File: config.mk
export PLATFORM = sky130hd
export DESIGN_NAME = fu_execute_bank
export DESIGN_NICKNAME = d
export VERILOG_FILES = /design/src/rtl/fu_execute_bank.sv
export SDC_FILE = /design/constraint.sdc
export NUM_CORES = 2
export LEC_CHECK = 0
export CORE_MARGIN = 5
export CORE_UTILIZATION = 25
export CTS_CLUSTER_DIAMETER = 120
export CTS_CLUSTER_SIZE = 30
export DETAILED_ROUTE_END_ITERATION = 8
export GPL_TIMING_DRIVEN = 0
export SETUP_SLACK_MARGIN = 0.02
export SLEW_MARGIN = 10
export SYNTH_ARGS = -nofsm -noshare
export SYNTH_HDL_FRONTEND = slang
export SYNTH_SLANG_ARGS = --single-unit
export TNS_END_PERCENT = 10
File: constraint.sdc
create_clock -name clk -period 2.98 [get_ports clk]
set_input_delay 0.298 -clock clk [delete_from_list [all_inputs] [get_ports clk]]
set_output_delay 0.298 -clock clk [all_outputs]
set_load 0.01 [all_outputs]
File: src/rtl/fu_execute_bank.sv
// Three-lane execution bank: single-cycle ALU ops and two-cycle load/store
// address ops, each lane with its own ready bit and forwarding broadcast port.
module fu_execute_bank #(
  parameter int AR_SIZE  = 7,
  parameter int FU_ARRAY = 3,
  parameter int DATA_W   = 32
) (
  input  logic                        clk,
  input  logic                        rstn,
  input  logic [FU_ARRAY-1:0]         issue_valid_in,
  input  logic [FU_ARRAY*4-1:0]       op_in,
  input  logic [FU_ARRAY*AR_SIZE-1:0] rd_in,
  input  logic [FU_ARRAY*DATA_W-1:0]  rs1_value_in,
  input  logic [FU_ARRAY*DATA_W-1:0]  rs2_value_in,
  input  logic [FU_ARRAY*DATA_W-1:0]  imm_value_in,
  output logic [FU_ARRAY-1:0]         fu_ready_out,
  output logic [FU_ARRAY-1:0]         fu_flag_out,
  output logic [FU_ARRAY*AR_SIZE-1:0] reg_tag_out,
  output logic [FU_ARRAY*DATA_W-1:0]  reg_value_out,
  output logic [FU_ARRAY-1:0]         issue_drop_out
);

  typedef enum logic {S_IDLE, S_MEM} lane_state_t;

  localparam logic [3:0] OP_ADD  = 4'd1;
  localparam logic [3:0] OP_ADDI = 4'd2;
  localparam logic [3:0] OP_LUI  = 4'd3;
  localparam logic [3:0] OP_ORI  = 4'd4;
  localparam logic [3:0] OP_XOR  = 4'd5;
  localparam logic [3:0] OP_SRAI = 4'd6;
  localparam logic [3:0] OP_LB   = 4'd7;
  localparam logic [3:0] OP_LW   = 4'd8;
  localparam logic [3:0] OP_SW   = 4'd10;

  for (genvar g = 0; g < FU_ARRAY; g++) begin : g_lane
    lane_state_t          r_state, w_state_nxt;
    logic                 r_flag, w_flag_nxt;
    logic [AR_SIZE-1:0]   r_tag, w_tag_nxt;
    logic [DATA_W-1:0]    r_value, w_value_nxt;
    logic                 r_drop, w_drop_nxt;
    logic [AR_SIZE-1:0]   r_mem_rd;
    logic [DATA_W-1:0]    r_mem_addr;
    logic                 r_mem_load;

    logic [3:0]           w_op;
    logic [AR_SIZE-1:0]   w_rd;
    logic [DATA_W-1:0]    w_rs1, w_rs2, w_imm, w_alu, w_addr;
    logic                 w_is_alu, w_is_mem, w_is_load, w_accept;

    assign w_op   = op_in[4*g +: 4];
    assign w_rd   = rd_in[AR_SIZE*g +: AR_SIZE];
    assign w_rs1  = rs1_value_in[DATA_W*g +: DATA_W];
    assign w_rs2  = rs2_value_in[DATA_W*g +: DATA_W];
    assign w_imm  = imm_value_in[DATA_W*g +: DATA_W];
    assign w_addr = w_rs1 + w_imm;

    assign w_is_alu  = (w_op >= OP_ADD) && (w_op <= OP_SRAI);
    assign w_is_mem  = (w_op >= OP_LB)  && (w_op <= OP_SW);
    assign w_is_load = (w_op == OP_LB)  || (w_op == OP_LW);
    assign w_accept  = issue_valid_in[g] && (r_state == S_IDLE);

    // NOTE: every signal written in always_comb gets a default first so no latch is inferred.
    always_comb begin
      w_alu = '0;
      case (w_op)
        OP_ADD:  w_alu = w_rs1 + w_rs2;
        OP_ADDI: w_alu = w_rs1 + w_imm;
        OP_LUI:  w_alu = w_imm;
        OP_ORI:  w_alu = w_rs1 | w_imm;
        OP_XOR:  w_alu = w_rs1 ^ w_imm;
        OP_SRAI: w_alu = $signed(w_rs1) >>> w_imm[4:0];
        default: w_alu = '0;
      endcase
    end

    // Tag/value only move when a broadcast is produced; otherwise they hold.
    always_comb begin
      w_state_nxt = r_state;
      w_flag_nxt  = 1'b0;
      w_tag_nxt   = r_tag;
      w_value_nxt = r_value;
      w_drop_nxt  = 1'b0;
      case (r_state)
        S_IDLE: begin
          if (w_accept && w_is_alu && (w_rd != '0)) begin
            w_flag_nxt  = 1'b1;
            w_tag_nxt   = w_rd;
            w_value_nxt = w_alu;
          end
          if (w_accept && w_is_mem) w_state_nxt = S_MEM;
        end
        S_MEM: begin
          w_state_nxt = S_IDLE;
          w_drop_nxt  = issue_valid_in[g];
          if (r_mem_load && (r_mem_rd != '0)) begin
            w_flag_nxt  = 1'b1;
            w_tag_nxt   = r_mem_rd;
            w_value_nxt = r_mem_addr;
          end
        end
        default: w_state_nxt = S_IDLE;
      endcase
    end

    // NOTE: sequential state is updated only with non-blocking assignments.
    always_ff @(posedge clk or negedge rstn) begin
      if (!rstn) begin
        r_state <= S_IDLE;
        r_flag  <= 1'b0;
        r_tag   <= '0;
        r_value <= '0;
        r_drop  <= 1'b0;
      end else begin
        r_state <= w_state_nxt;
        r_flag  <= w_flag_nxt;
        r_tag   <= w_tag_nxt;
        r_value <= w_value_nxt;
        r_drop  <= w_drop_nxt;
      end
    end

    always_ff @(posedge clk or negedge rstn) begin
      if (!rstn) begin
        r_mem_rd   <= '0;
        r_mem_addr <= '0;
        r_mem_load <= 1'b0;
      end else if (w_accept && w_is_mem) begin
        r_mem_rd   <= w_rd;
        r_mem_addr <= w_addr;
        r_mem_load <= w_is_load;
      end
    end

    assign fu_ready_out[g]                     = (r_state == S_IDLE);
    assign fu_flag_out[g]                      = r_flag;
    assign reg_tag_out[AR_SIZE*g +: AR_SIZE]   = r_tag;
    assign reg_value_out[DATA_W*g +: DATA_W]   = r_value;
    assign issue_drop_out[g]                   = r_drop;
  end

endmodule

### Word level (Yosys, flattened, before mapping)

Index checks and enable logic that the tools add are counted.

* register bits: 246

* order comparisons: 12
* bitwise operators: 9
* shift-type cells: 3
* reductions and logical operators: 33
* add/subtract/negate cells: 6
* equal/unequal tests: 30
* mux-type cells: 39

Operators with widths (count)
* one-hot mux 32 bit (6 select lines): 3
* adder 32 bit: 6
* 2-to-1 mux 32 bit: 6
* one-hot mux 32 bit (2 select lines): 3
* bitwise OR 32 bit: 3
* >>> shifter 32 x 5 -> 32 bit: 3
* bitwise XOR 32 bit: 3
* equality test 4 x 3 -> 1 bit, second input constant: 12
* 2-to-1 mux 7 bit: 6
* one-hot mux 7 bit (2 select lines): 3
* nonzero test 7 bit: 6
* equality test 4 x 2 -> 1 bit, second input constant: 6
* logical AND 1 bit: 21
* equality test 4 x 1 -> 1 bit, second input constant: 3
* equality test 4 bit, second input constant: 3
* greater-or-equal comparator 4 x 1 -> 1 bit, second input constant: 3
* greater-or-equal comparator 4 x 3 -> 1 bit, second input constant: 3
* less-or-equal comparator 4 x 3 -> 1 bit, second input constant: 3
* less-or-equal comparator 4 bit, second input constant: 3
* 2-to-1 mux 1 bit: 12
* != test 2 x 1 -> 1 bit, second input constant: 6
* one-hot mux 1 bit (2 select lines): 6
* AND reduction 2 bit: 3
* logical OR 1 bit: 3
* inverter 1 bit: 3

### Depth between registers and ports, before layout

* depth in word-level cells: 6
* gate-level depth with buffers: 14
* depth with buffers taken out: 13

### Least setup slack after synthesis

OpenSTA, ideal clock, no wires.

* path kind: input port to flip-flop
* start: input imm_value_in[2]
* end: register g_lane[0].r_value[28]
* setup slack: -381 ps
* data required time: 2854 ps
* arrival time: 3235 ps
* buffers on the path: 2
* cell stages on the path: 14
* path through: clkbuf_1 clkinv_1 buf_1 ha_1 a21o_1 a221oi_4 a21oi_2 o21bai_1 a21oi_1 o21ai_1 o22ai_1 xor2_1 a211o_1 o32a_1

* longest elaborated chain between the ends: 4

RTL lines
* start: declaration: RTL line 15 `input logic [FU_ARRAY*DATA_W-1:0] imm_value_in,`
* adder 32 bit / >>> shifter 32 x 5 -> 32 bit (equally long branches): RTL line 67, 71
* one-hot mux 32 bit (6 select lines) (*): RTL line 65 `case (w_op)`
* 2-to-1 mux 32 bit (*): RTL line 85 `if (w_accept && w_is_alu && (w_rd != '0)) begin`
* one-hot mux 32 bit (2 select lines) (*): RTL line 83 `case (r_state)`
* end signal: assignment: RTL line 117 `r_value <= w_value_nxt;`
* end: declaration: RTL line 39 `logic [DATA_W-1:0] r_value, w_value_nxt;`

Every way passes the cells marked *; elsewhere a longest branch is shown, timed or not. The select of a mux whose other input is x is not followed.
A chain may end at the register's enable or synchronous reset.

### Worst setup path after layout

* start: input rs1_value_in[0]
* end: register g_lane[0].r_value[28]

* longest elaborated chain between the ends: 4

RTL lines
* start: declaration: RTL line 13 `input logic [FU_ARRAY*DATA_W-1:0] rs1_value_in,`
* adder 32 bit (tied with other cells): RTL line 67 `OP_ADDI: w_alu = w_rs1 + w_imm;`
* one-hot mux 32 bit (6 select lines) (*): RTL line 65
* 2-to-1 mux 32 bit (*): RTL line 85
* one-hot mux 32 bit (2 select lines) (*): RTL line 83

Marks and branches as above.

==> key figures <==
Detailed routing
  • DRT Pass-1 Iters: 6
  • Initial DRC Count: just under 4000
  • DR WL/cell: between 20 and 30 um
  • DRC viols: 0
  • Avg Vias per Cell: between 5 and 6
  • Routed wire length: around 160000 um
  • Remaining antenna violation count after routing: 0
  • Vias post-DR: about 35000

Setup path
  • CP Class: input pin to flop
  • CP Launch Point: rs1_value_in[0]
  • Crit path max fanout: 5
  • Reg-to-Reg Start: g_lane[1].r_state
  • Worst Path Required: 3.45 ns
  • WP data arrival: ~3.5 ns
  • Startpoint Class: input pin
  • Endpoint type of the worst setup path: flop

Global routing
  • Tot GR Track Use: 24.5%
  • Vias in the first global route: around 33000
  • Initial antenna violation count: 4
  • Largest net degree at the start of global routing: between 90 and 100
  • Total gr overflow: 0
  • First-pass GRT wire length: 234000 um

Clock network
  • CTS tree: done
  • H-tree depth: 1
  • CTS Buf Count: 18
  • Clk pin slew, worst setup/hold paths: between 0.1 and 0.15 ns
  • Clk_lat worst skew: between 0.5 and 0.6 ns
  • Root Buffer: clkbuf_16
  • Sink Count: ~250
  • Clock Path Buffers: 3

Hold path
  • HP Class: input pin to flop
  • Hold path startpoint: imm_value_in[65]

Timing
  • Slew Viols, Final: 0
  • Fmax: between 0.3 and 0.4 GHz
  • # setup viols final: 7
  • Final worst slack: -0.0387 ns
  • Final Hold Viols: 0
  • Fin crit period: between 3 and 4 ns
  • Worst-Margin Slew: between 1 and 1.5 ns
  • Worst rel slew slack: 31.3%
  • RSZ-0062 raised after global routing: yes
  • Max Clock Skew: 0.0591 ns
  • Final Cycle Share: 101%

Die
  • Chip height: 357 um
  • # rows: approximately 130
  • Starting density of the core: 25.2%
  • Top Ports: around 450
  • Core ar.: ~120000 um2
  • Die area: 128000 um2
  • Die Wd: ~360 um

Pwr
  • PD cells: slightly above 400 nW/um2
  • Pleak: 17.1 nW
  • Worst ir drop on vdd: approximately 0.00034 V
  • Total Power: ~16 mW

Placement
  • Post-DP Area: 36800 um2
  • Routability Congestion: around 0.99
  • DP Worst Slack: -2.02 ns
  • Post-detail-place hpwl: approximately 130000 um
  • Port bufs: 444

Layout
  • Fraction of layout cells with a size suffix above 1: 11.8%
  • Final core utilization: about 33%
  • Area growth from synthesis to layout: 29.8%
  • Final instance area: ~39000 um2
  • Filler cells: 13000
  • Final nets: a little over 5000

Synth
  • Top cell type's share of synthesized area: 20.4%
  • Most frequent cell after synthesis: nand2_1
  • Largest cells by area after synthesis: dfrtp_1 20%, ha_1 12%, nand2_1 8.8%, a21oi_1 5.8%, mux4_2 5.6%
  • Register area share after synthesis: ~20%
  • Synth area leader: dfrtp_1
  • Ys async rst share: 100%
  • Synth cell types: 87
  • Net Count, Synth: 4628
  • Mapped Area: 30200 um2
  • Syn. warnings: 0
  • Most common library cells after synthesis: 707 x nand2_1, 350 x a21oi_1, 318 x o21ai_0
  • Cells after synthesis: approximately 4000
  • Average size of a mapped cell: 7.51 um2
  • #FFs+latches synth: between 200 and 250
  • Post-synth EDFFs: 0
  • Ys flop type: dfrtp_1

Run status
  • Run status: finished with violations
  • Failing checks: setup timing

Job
  • Max_cap viols: 0
## cell usage in the layout (no fill, tap or decap), types with 17 or more instances in the layout
cell,instances
o211ai_1,41
ha_1,237
clkbuf_1,155
o21ai_1,22
clkbuf_16,19
a221oi_2,26
o21ai_0,292
and3_1,36
a22oi_1,42
a211oi_1,32
buf_2,26
mux4_2,75
and2_1,18
nor2b_1,28
o21bai_1,24
a21o_1,105
mux2i_1,82
clkdlybuf4s50_1,324
o21a_1,25
dlygate4sd2_1,32
dfrtp_1,245
a221oi_1,63
buf_4,66
dlymetal6s2s_1,35
nor2_1,261
clkbuf_2,50
buf_1,17
xnor2_1,87
xor2_1,58
nand2_1,704
nand2b_1,28
o2111ai_1,31
inv_1,233
nand4_1,41
or3_1,19
nor3_1,50
a21oi_1,333
a31oi_1,40
nand3_1,70
ha_2,33
## worst max-delay path, stage by stage
cell,delay (ns)
dlygate4sd2_1,0.30
ha_1,0.25
fa_1,0.45
a21o_1,0.25
a221oi_4,0.32
a21oi_4,0.15
o21bai_4,0.20
a21oi_4,0.09
o21ai_2,0.22
o22ai_1,0.12
xor2_1,0.22
a211o_1,0.33
o32a_1,0.28
## flip-flops by register name, indices dropped and copies added, names as in the netlist
name	cells
g_lane.r_drop	3
g_lane.r_flag	3
g_lane.r_mem_addr	96
g_lane.r_mem_load	3
g_lane.r_mem_rd	21
g_lane.r_state	3
g_lane.r_tag	21
g_lane.r_value	96
## stage by stage
step	hold WS, ns	setup TNS, ns	cells
3_5_place_dp	0.300	-209.83	6074
2_1_floorplan	0.00241	-0.0652	4014
6_report	0.251	-0.184	6144
3_3_place_gp	0.454	-2756.79	6070
4_1_cts	0.199	-0.467	6125
5_1_grt	0.249	-0.702	6142
## worst paths after layout
check | to | slack (ns) | cells past startpoint
max | g_lane[0].r_value[28] | -0.04 | 13
min reg2reg | g_lane[0].r_mem_addr[5] | 0.48 | 2
max reg2reg | g_lane[1].r_value[9] | 0.04 | 5
min | g_lane[2].r_mem_addr[1] | 0.25 | 4
min in group asynchronous | g_lane[1].r_mem_rd[3] | 0.28 | 2
max in group asynchronous | g_lane[2].r_flag | 1.65 | 3
## power breakdown
group	switching (mW)	total, mW	internal [mW]	leakage, nW
clock network	1.77	3.10	1.33	0.334
registers	0.651	4.82	4.17	3.06
logic	4.80	8.07	3.27	13.8
total	7.21	16.0	8.77	17.1
## final cells by class
cell class / count / area, um2 / area share [%]
Inverter: 246 / 957 / 2.45
Tap cell: 1612 / 2020 / 5.15
Sequential cell: 246 / 6160 / 15.7
Antenna cell: 2 / 5.00 / 0.0128
Timing Repair Buffer: 498 / 4790 / 12.3
Clock inverter: 12 / 233 / 0.595
Buffer: 255 / 1260 / 3.22
Multi-Input combinational cell: 3254 / 23200 / 59.4
Clock buffer: 19 / 475 / 1.21
## per-layer routing
layer / wire, um / up-vias / global-route usage [%]
met2: 72100 / 1900 / 38.5
met1: 69900 / 17000 / 33.7
met5: 13 / - / 0
met4: 6680 / 2 / 8.06
met3: 16300 / 328 / 4.74
li1: - / 15600 / -
## logic make-up after synthesis
group | count (synthesis) | share of synthesized area (%)
buffers and inverters | 514 | 6.63
flip-flops | 246 | 20.4
AO/OA/AOI/OAI | 1306 | 28.1
XOR/XNOR | 158 | 4.59
multiplexers | 175 | 8.98
AND/OR/NAND/NOR | 1327 | 19.2
adder cells (fa/ha/maj) | 288 | 12.1
## repair_timing
action	in CTS	in global routing
endpoints found under the setup margin	185	92
hold buffers	1	0
hold endpoints to repair	58	0
setup buffers	26	23
pin swaps	54	53
gates resized for setup	376	221
Note: power is estimated with default switching activity, not from simulation.
